--- src/rtl/r_ptr_and_empty.sv ---
// Read-side FIFO pointer: binary count, RAM address, Gray pointer, empty/level/underflow; all outputs registered, advance on the accepting edge.
// Reads are accepted only while not empty; optional internal write-pointer synchroniser under RD_INT_SYNC_EN.
module r_ptr_and_empty #(
   parameter int ADDR_W    = 5,
   parameter int AE_THRESH = 2
) (
   input  logic              rd_clk,
   input  logic              rd_rst_n,
   input  logic              rd_en,
   input  logic [ADDR_W:0]   rq2_wptr,
   input  logic              uf_clr,
   output logic [ADDR_W-1:0] rd_addr,
   output logic [ADDR_W:0]   rd_ptr,
   output logic              empty,
   output logic              almost_empty,
   output logic [ADDR_W:0]   rd_level,
   output logic              underflow
);

   localparam int PW = ADDR_W + 1;
   localparam logic [ADDR_W:0] AE_LVL = PW'(AE_THRESH);

   logic [ADDR_W:0] wptr_s;

`ifdef RD_INT_SYNC_EN
   // Raw write-domain Gray pointer crosses here; stage two feeds empty/level.
   logic [ADDR_W:0] sync1_q, sync1_d;
   logic [ADDR_W:0] sync2_q, sync2_d;

   always_comb begin
      sync1_d = rq2_wptr;
      sync2_d = sync1_q;
   end

   always_ff @(posedge rd_clk) begin
      if (!rd_rst_n) begin
         sync1_q <= '0;
         sync2_q <= '0;
      end else begin
         sync1_q <= sync1_d;
         sync2_q <= sync2_d;
      end
   end

   assign wptr_s = sync2_q;
`else
   assign wptr_s = rq2_wptr;
`endif

   logic [ADDR_W:0] rd_bin_q, rd_bin_d;
   logic [ADDR_W:0] rd_ptr_q, rd_ptr_d;
   logic [ADDR_W:0] rd_level_q, rd_level_d;
   logic            empty_q, empty_d;
   logic            almost_empty_q, almost_empty_d;
   logic            underflow_q, underflow_d;
   logic            rd_inc;
   logic [ADDR_W:0] wbin;

   always_comb begin
      rd_inc   = rd_en & ~empty_q;
      rd_bin_d = rd_bin_q + {{ADDR_W{1'b0}}, rd_inc};
      rd_ptr_d = (rd_bin_d >> 1) ^ rd_bin_d;

      // Gray-to-binary: bit i is the XOR of Gray bits from the MSB down to i.
      wbin = '0;
      for (int i = 0; i < PW; i++) begin
         wbin[i] = ^(wptr_s >> i);
      end

      empty_d        = (rd_ptr_d == wptr_s);
      rd_level_d     = wbin - rd_bin_d;
      almost_empty_d = (rd_level_d <= AE_LVL);
      underflow_d    = (rd_en & empty_q) | (underflow_q & ~uf_clr);
   end

   always_ff @(posedge rd_clk) begin
      if (!rd_rst_n) begin
         rd_bin_q       <= '0;
         rd_ptr_q       <= '0;
         rd_level_q     <= '0;
         empty_q        <= 1'b1;
         almost_empty_q <= 1'b1;
         underflow_q    <= 1'b0;
      end else begin
         rd_bin_q       <= rd_bin_d;
         rd_ptr_q       <= rd_ptr_d;
         rd_level_q     <= rd_level_d;
         empty_q        <= empty_d;
         almost_empty_q <= almost_empty_d;
         underflow_q    <= underflow_d;
      end
   end

   assign rd_addr      = rd_bin_q[ADDR_W-1:0];
   assign rd_ptr       = rd_ptr_q;
   assign empty        = empty_q;
   assign almost_empty = almost_empty_q;
   assign rd_level     = rd_level_q;
   assign underflow    = underflow_q;

endmodule

--- config.mk ---
export PLATFORM = sky130hd
export DESIGN_NAME = r_ptr_and_empty
export DESIGN_NICKNAME = d
export VERILOG_FILES = /design/src/rtl/r_ptr_and_empty.sv
export SDC_FILE = /design/constraint.sdc
export NUM_CORES = 1
export LEC_CHECK = 0
export BUFFER_PORTS_ARGS = -buffer_cell sky130_fd_sc_hd__clkbuf_2
export CAP_MARGIN = 20
export CORE_MARGIN = 4
export CORE_UTILIZATION = 50
export CTS_CLUSTER_DIAMETER = 30
export DETAILED_ROUTE_END_ITERATION = 8
export PLACE_DENSITY = 0.76
export SYNTH_ARGS = -nofsm -noshare
export SYNTH_HDL_FRONTEND = slang
export SYNTH_SLANG_ARGS = --single-unit
--- constraint.sdc ---
create_clock -name rd_clk -period 6.09 [get_ports rd_clk]
set_input_delay 1.218 -clock rd_clk [delete_from_list [all_inputs] [get_ports rd_clk]]
set_output_delay 1.218 -clock rd_clk [all_outputs]
set_load 0.01 [all_outputs]
# --- After elaboration in Yosys (flattened, before gate mapping) ---
# Cells that the tools add are included.
word_totals:
  word_cells: 23
  output_inout_bits: 20
  register_bits: 21
classes:
  bitwise_logic: 7
  add_sub_neg: 2
  reduce_logical: 6
  eq_ne: 1
  n_lt_le_gt_ge: 1
ops:
  columns: ["operator", "n"]
  rows:
  - ["6-bit XOR reduction", 6]
  - ["6-bit by 1-bit adder with 6-bit output", 1]
  - ["6-bit == test", 1]
  - ["6-bit by 2-bit <= comparator with 1-bit output (second input constant)", 1]
  - ["6-bit subtractor", 1]
  - ["5-bit by 6-bit bitwise XOR with 6-bit output", 1]
  - ["1-bit AND", 3]
  - ["1-bit NOT", 2]
  - ["1-bit OR", 1]

# --- Depth between registers and ports, before layout ---
# Gate-level depths: netlist (run 1).
logic_depth:
  word_depth: 5
  mapped_depth: 14
  depth_no_buf: 14

# --- Least setup slack after synthesis (run 1) ---
# Ideal clock, no wire load.
synth_path:
  path_kind: "in2reg"
  start: "in rq2_wptr[5]"
  end: "reg almost_empty_q (netlist: almost_empty)"
  arrival_ns: 3.830
  cell_stages: 14
  t_required_ns: 5.994
  n_path_buf: 0
  path_slack_ns: 2.165
  setup_time_ns: 0.096
  path_cell_list: "xnor2_1 -> nand2_1 -> nand2_1 -> xor2_1 -> xor2_1 -> xor2_1 -> ha_1 -> fa_1 -> nor2b_1 -> nor2_1 -> xor2_1 -> o221ai_1 -> xnor2_1 -> o41ai_2"
synth_between:
  elab_chain_cells: 3
  word_cells_on_any_way: 8
synth_rtl:
  columns: ["item", "line", "rtl"]
  rows:
  - ["start, declared", "10", "input logic [ADDR_W:0] rq2_wptr,"]
  - ["6-bit XOR reduction", "67", "wbin[i] = ^(wptr_s >> i);"]
  - ["6-bit subtractor *", "71", "rd_level_d = wbin - rd_bin_d;"]
  - ["6-bit by 2-bit <= comparator with 1-bit output *", "72", "almost_empty_d = (rd_level_d <= AE_LVL);"]
  - ["end signal, assigned", "89", "almost_empty_q <= almost_empty_d;"]
  - ["end, declared", "54", "logic almost_empty_q, almost_empty_d;"]
# Mark *: on every way between the ends. The rest lies on a longest branch, timed or not.
# A chain may end at the register's enable or synchronous reset.

# --- Worst setup path in the final report (run 1) ---
# Same ends and word-level chain as after synthesis.

==> out/metrics.cfg, run 1 <==
[run_status]
status = complete, no violations

[yosys]
synth-simple-area-share_pct = 19.8
yosysUniqueCellTypes = 32
synth_top_family_by_area = XOR/XNOR gates
avgSynthCellArea_um2 = 9.85
synthTopCellsByArea = dfxtp_1 35%, xnor2_1 11%, xor2_1 8.4%
synth-adder-area-share_pct = 7.17
synthesis.nets = 133
synth-xor-area-share_pct = 25.2
yosysSeqAreaShare_pct = 34.7
ys_ff_latch = 20
syn_inst = 117
synthesis.area_mm2 = 0.00115
yosysTopAreaCellShare_pct = 34.7
synth-compound-area-share_pct = 9.23
synth_mux_area_share_pct = 0.977
yosys_warnings = 0
synth_largest_area_cell = dfxtp_1

[timing]
finalSetupViolCount = 0
min_period_ps = 4120
rsz0062_at_grt = false
slew_headroom_pct = 68.2
tightest_slew_ps = 473
finClkSkew_ps = 11.6
finalMaxSlewViolations = 0
final_hold_viol_count = 0
fin_crit_sh_pct = 67.7
max_freq_ghz = 0.243
whs_ps = 496
fin_tns_setup_ps = 0
setup_slack_ps = 1970

[detailed_routing]
routed_wl_um = 2150
post-route-drc-count = 0
drt-vias-per-instance = 5.10
drt_iter0_markers = 7
num_vias = 892
first_pass_iters = 4
drt-wirelength-per-cell_um = 12.3
antenna_left = 0

[cts]
clockBufferDepth = 2
cts_tree = built
postCtsSetupBuffers = 0
clkTransAtPathRegs_ps = 120
worstSkewPairLatency_ps = 300
cts-root-buf = clkbuf_4
htree_levels = 1
numCtsBuffers = 3
cts_resized = 0
cts_hold_buf = 0
cts.sinks = 20

[setup_path]
crit_family = XOR/XNOR gates
critPathCaptureType = flop
worst_setup_path_start_kind = input port
critical_path.max_stage_delay_ps = 410
slowest_stage = fa_1
arrival_ps = 4340
path_max_fanout = 5
critPathKind = input port to flop
path_common_cell = xor2_1
path_buf_inv = 1
crit_chain = clkbuf_2, xnor2_1, nand2_1, nand2_1, xor2_1, xor2_1, xor2_1, ha_1, fa_1, nor2b_1, nor2_1, xor2_1, o221ai_1, xnor2_1, o41ai_2
crit_required_ps = 6310
reg2reg_setup_slack_ps = 3030

[final_layout]
multiInputGateArea_um2 = 718
final_cell_mix = 29 x clkbuf_2, 20 x dfxtp_1, 14 x xnor2_1, 11 x xor2_1, 11 x and2_1
design_area_mm2 = 0.00135
layout-drive-gt1-share_pct = 27.2
fillers = 215
final_nets = 164
syn_to_final_growth_pct = 17.5
seqCellArea_um2 = 400
fin_util_pct = 61.2
fin_cells = 175
n_antenna_cell = 0
final_common_cell = clkbuf_2

[placed_design]
gp_congestion = 0.804
placed_area_mm2 = 0.00132
port_buffers = 29
place_ws_ps = 1670
hpwl_um = 1730
place_inst = 171

[grt]
grt_max_degree = 21
grt_antenna_before_repair = 0
grt_pass1_wl_um = 3660
grt.overflow.total = 0
grt.total_usage_pct = 14.4
grt_pass1_vias = 864

[power]
finalPower_mw = 0.311
p_leak_nw = 0.602
clkPwrFrac_pct = 24.7
power.share.switching_pct = 29.9
p_sw_mw = 0.0930
p_comb_share_pct = 28.6
p_seq_share_pct = 46.7
ir_drop_mv = 0.131
intPower_mw = 0.218
power.density_mw_per_mm2 = 230

[floorplanning]
core_area_mm2 = 0.00221
fp-row-count = 17
dieArea_mm2 = 0.00314
ioPinCount = 30
die_y_um = 56.0
start_util_pct = 52.1
die_w_um = 56.0

[run]
maxCapViolations = 0

[worst_hold_path]
min_path_type = flop to flop

[power groups by stage]
stage          logic, mW  registers, mW  clock network, mW
2_1_floorplan     0.0570          0.154                  0
3_3_place_gp      0.0862          0.148                  0
3_5_place_dp      0.0890          0.148                  0
4_1_cts           0.0897          0.145             0.0812
5_1_grt           0.0992          0.147             0.0854
6_report          0.0888          0.145             0.0768
[state kept, by name, indices dropped and copies added, names as in the netlist]
signal and cells:
underflow 1, rd_level 6, rd_ptr 5, empty 1
rd_bin_q 6, almost_empty 1
[final timing paths]
check                                           from                      end  cells after the start
worst min register to register  underflow$_SDFF_PN0_     underflow$_SDFF_PN0_                      2
worst min-delay path            underflow$_SDFF_PN0_     underflow$_SDFF_PN0_                      2
worst max-delay path                     rq2_wptr[5]  almost_empty$_SDFF_PN1_                     15
worst max register to register      empty$_SDFF_PN1_  almost_empty$_SDFF_PN1_                     12
[cell usage after synthesis]
master and instances:
a21boi_0 1, a21oi_1 3, a22oi_1 1, a31oi_1 1, and2_1 11, and2b_1 1, and3_1 1, buf_4 1
clkbuf_1 2, dfxtp_1 20, fa_1 1, ha_1 5, inv_1 5, mux2_2 1, nand2_1 8, nand2b_1 1
nand3_1 3, nand3_2 1, nand3b_1 1, nor2_1 4, nor2b_1 9, nor3_1 1, o211ai_1 1, o211ai_2 1
o21bai_1 1, o221ai_1 2, o41ai_1 1, o41ai_2 1, xnor2_1 14, xor2_1 11, xor2_2 1, xor2_4 2
[cells by family after synthesis]
| family | after synthesis |
|---|---|
| buffers and inverters | 8 |
| and+or+nand+nor | 41 |
| DFF | 20 |
| AOI/OAI and AO/OA | 13 |
| adders and majority gates | 6 |
| xor gates and xnor gates | 28 |
| muxes | 1 |
[metal layers]
metal,track usage [%],routed length (µm),up-vias
li1,-,-,440
met5,0,0,-
met1,17.5,922,415
met2,23.4,1050,28
met4,7.80,68,0
met3,3.48,110,9
[worst register-to-register path, cell delays in order, from the launching register on]
cell and delay [ps]:
dfxtp_1 340, nor2b_1 120, ha_1 250, ha_1 340
xor2_2 300, inv_1 80, ha_1 350, nor2b_1 160
nor2_1 160, xor2_1 190, o221ai_1 160, xnor2_1 170
o41ai_2 340
[area by class of cell]
cell class / instances / share of cell area [%]
clock buffer: 4 / 2.68
inverter: 5 / 1.39
multi-input combinational: 89 / 53.0
sequential: 20 / 29.6
tap: 28 / 2.59
timing repair buffer: 29 / 10.7
Note: power is estimated with default switching activity, not from simulation.
==> run 2, diff against run 1 <==
Settings changed: ABC_AREA set to 1, CORE_UTILIZATION 50 to 46, PLACE_DENSITY 0.76 to 0.74.
Clock period 6.09 ns to 3.6 ns, I/O delays scaled along.
==> run 2 against run 1 <==
Effect of this change: sequential share of layout area decreased by 0.22 points; non-clock buffer count did not move; sequential power up 71%; count of clock-buffer cells in the layout down 1; flip-flop and latch count unchanged; combinational power increased by 76%; routed wire length is 18% higher; synthesized area fell by 1.2%; global-route usage rose by 2.4 points; critical path depth is the same; clock power is 140% higher; critical path type unchanged; largest power group unchanged.
==> out/metrics.cfg, run 2 <==
[timing]
tightest_slew_ps = 441  ; was 473 ps
whs_ps = 469  ; was 496 ps
finClkSkew_ps = 3.12  ; was 11.6 ps
fin_tns_setup_ps = 0  ; unchanged
finalSetupViolCount = 0  ; unchanged
fin_crit_sh_pct = 70.7
final_hold_viol_count = 0  ; unchanged
max_freq_ghz = 0.393
min_period_ps = 2540
slew_headroom_pct = 70.6  ; was 68.2%
finalMaxSlewViolations = 0  ; unchanged
rsz0062_at_grt = false  ; unchanged

[detailed_routing]
first_pass_iters = 4  ; unchanged
drt-wirelength-per-cell_um = 11.3  ; was 12.3 µm
drt_iter0_markers = 21  ; was 7
routed_wl_um = 2530  ; was 2150 µm
num_vias = 1085  ; was 892
antenna_left = 0  ; unchanged
post-route-drc-count = 0  ; unchanged
drt-vias-per-instance = 4.84  ; was 5.10

[floorplanning]
die_w_um = 57.8  ; was 56.0 µm
start_util_pct = 50.0  ; was 52.1%
fp-row-count = 17  ; unchanged
ioPinCount = 30  ; unchanged
dieArea_mm2 = 0.00334  ; was 0.00314 mm²
die_y_um = 57.8  ; was 56.0 µm
core_area_mm2 = 0.00228  ; was 0.00221 mm²

[yosys]
ys_ff_latch = 20  ; unchanged
avgSynthCellArea_um2 = 6.90  ; was 9.85 µm²
synthFlopType = dfxtp_1  ; unchanged
async_flop_share_pct = 0  ; unchanged
synthTopCellsByArea = dfxtp_1 35%, nand2_1 16%, nand3_1 8.8%  ; was dfxtp_1 35%, xnor2_1 11%, xor2_1 8.4%
synth_most_common_cell = nand2_1  ; was dfxtp_1
yosysTopAreaCellShare_pct = 35.2  ; was 34.7%
synthesis.nets = 181  ; was 133
yosysSeqAreaShare_pct = 35.2  ; was 34.7%
synthesis.area_mm2 = 0.00114  ; was 0.00115 mm²
synth_largest_area_cell = dfxtp_1  ; unchanged
synth_edf_count = 0  ; unchanged
synth_commonest_cells = 48 x nand2_1, 24 x inv_1, 20 x dfxtp_1, 20 x nand3_1, 18 x nor2_1  ; was 20 x dfxtp_1, 14 x xnor2_1, 11 x and2_1, 11 x xor2_1, 9 x nor2b_1
syn_inst = 165  ; was 117
yosysUniqueCellTypes = 17  ; was 32
yosys_warnings = 0  ; unchanged

[run]
maxCapViolations = 0  ; unchanged

[cts]
clkTransAtPathRegs_ps = 110  ; was 120 ps
cts_hold_buf = 0  ; unchanged
cts-root-buf = clkbuf_4  ; unchanged
worstSkewPairLatency_ps = 310  ; was 300 ps
htree_levels = 1  ; unchanged
cts_tree = built  ; unchanged
cts.sinks = 20  ; unchanged
clockBufferDepth = 2  ; unchanged
numCtsBuffers = 3  ; unchanged
postCtsSetupBuffers = 0  ; unchanged
cts_resized = 0  ; unchanged

[setup_path]
slowest_stage = xnor2_2  ; was fa_1
worst_setup_path_start_kind = input port  ; unchanged
crit_required_ps = 3820  ; was 6310 ps
arrival_ps = 2760  ; was 4340 ps
crit_family = adder cells  ; was XOR/XNOR gates
path_buf_inv = 2  ; was 1
critPathKind = input port to flop  ; unchanged
critical_path.max_stage_delay_ps = 350  ; was 410 ps
cp.depth = 15  ; unchanged
crit_chain = clkbuf_2, inv_1, nor2_1, ha_1, ha_1, xnor2_2, ha_1, nand3b_1, nand3_1, nand3_1, nand2_1, nand3_1, nand2_1, nor2_1, nor2_1  ; was clkbuf_2, xnor2_1, nand2_1, nand2_1, xor2_1, xor2_1, xor2_1, ha_1, fa_1, nor2b_1, nor2_1, xor2_1, o221ai_1, xnor2_1, o41ai_2
critPathCaptureType = flop  ; unchanged
reg2reg_depth = 13  ; was 12
path_max_fanout = 5  ; unchanged

[final_layout]
final_cell_mix = 48 x nand2_1, 29 x clkbuf_2, 24 x inv_1, 20 x nand3_1, 20 x dfxtp_1  ; was 29 x clkbuf_2, 20 x dfxtp_1, 14 x xnor2_1, 11 x xor2_1, 11 x and2_1
final_nets = 213  ; was 164
final_common_cell = nand2_1  ; was clkbuf_2
fin_util_pct = 59.9  ; was 61.2%
layout-drive-gt1-share_pct = 18.4  ; was 27.2%
syn_to_final_growth_pct = 19.8  ; was 17.5%
n_antenna_cell = 0  ; unchanged

[placed_design]
hpwl_um = 2080  ; was 1730 µm
gp_congestion = 0.861  ; was 0.804
port_buffers = 29  ; unchanged

[worst_hold_path]
hold-path-cell-count = 2  ; unchanged
min_path_type = flop to flop  ; unchanged

[grt]
grt_pass1_wl_um = 4400  ; was 3660 µm
grt_pass1_vias = 1029  ; was 864
grt_antenna_before_repair = 0  ; unchanged
grt.total_usage_pct = 16.8  ; was 14.4%
grt_max_degree = 14  ; was 21
grt.overflow.total = 0  ; unchanged

[power]
p_seq_share_pct = 42.3  ; was 46.7%
power.share.switching_pct = 28.7  ; was 29.9%
finalPower_mw = 0.588  ; was 0.311 mW
clkPwrFrac_pct = 31.3  ; was 24.7%
intPower_mw = 0.419  ; was 0.218 mW
p_comb_share_pct = 26.5  ; was 28.6%
p_sw_mw = 0.169  ; was 0.0930 mW
ir_drop_mv = 0.343  ; was 0.131 mV
power.density_mw_per_mm2 = 431  ; was 230 mW/mm²
p_leak_nw = 0.744  ; was 0.602 nW

[run_status]
status = complete, no violations  ; unchanged

run 2: cell types whose count changed in the layout (fill, tap and decap cells not counted), sizes merged, moves of 2 or more:
cell,previous run,this run
nand3,4,21
xnor2,14,6
nor2,4,19
xor2,14,8
nor2b,9,0
o211ai,2,0
nand2,8,48
o41ai,2,0
o21ai,0,2
and2,11,0
inv,5,24
o221ai,2,0
nand4,0,3
run 2: kinds of logic (layout without fill, tap and decap cells):
family / after synthesis / after routing / share of synthesized area, %
xor+xnor: 14 / 14 / 11.4
fa+ha+maj: 6 / 6 / 7.25
compound gates: 6 / 6 / 2.64
simple gates: 93 / 93 / 34.9
buf+inv: 26 / 57 / 8.57
flops: 20 / 20 / 35.2
run 2: tightest hold or removal path, cell delays in order (launching register included):
cell and delay (ps):
dfxtp_1 330, nand2_1 60, a21oi_1 50
run 2: per-stage QoR:
step / setup slack, ps / cell area (µm²) / instances
after floorplan: 1060 / 1140 / 165
after global placement: 741 / 1310 / 220
after detailed placement: 715 / 1310 / 220
after CTS: 1050 / 1360 / 224
after global routing: 826 / 1360 / 224
final: 1060 / 1360 / 224
run 2: worst paths after layout:
check | slack [ps] | endpoint | start
setup / recovery | 1060 | almost_empty$_SDFF_PN1_ | rd_en
hold / removal | 470 | underflow$_SDFF_PN0_ | underflow$_SDFF_PN0_
setup reg to reg | 1220 | almost_empty$_SDFF_PN1_ | empty$_SDFF_PN1_
hold reg to reg | 470 | underflow$_SDFF_PN0_ | underflow$_SDFF_PN0_
run 2: final cells by class:
class / instances / area, µm²
fill: 228 / 912
multi-input combinational: 119 / 641
sequential: 20 / 400
timing repair buffer: 29 / 145
inverter: 24 / 90.1
tap: 28 / 35.0
clock inverter: 1 / 30.0
clock buffer: 3 / 22.5
run 2: routing by layer:
metal,up-vias,routed length (µm),GRT usage (%)
li1,575,-,-
met1,479,1140,21.4
met4,0,50,6.95
met5,-,0,0
met2,26,1190,27.9
met3,5,147,3.12
run 2: power groups by stage:
stage | sequential (mW) | combinational (mW) | clock, mW
floorplan | 0.265 | 0.0959 | 0
global placement | 0.253 | 0.153 | 0
detailed placement | 0.253 | 0.156 | 0
CTS | 0.249 | 0.158 | 0.189
global route | 0.251 | 0.182 | 0.200
finish | 0.248 | 0.156 | 0.184
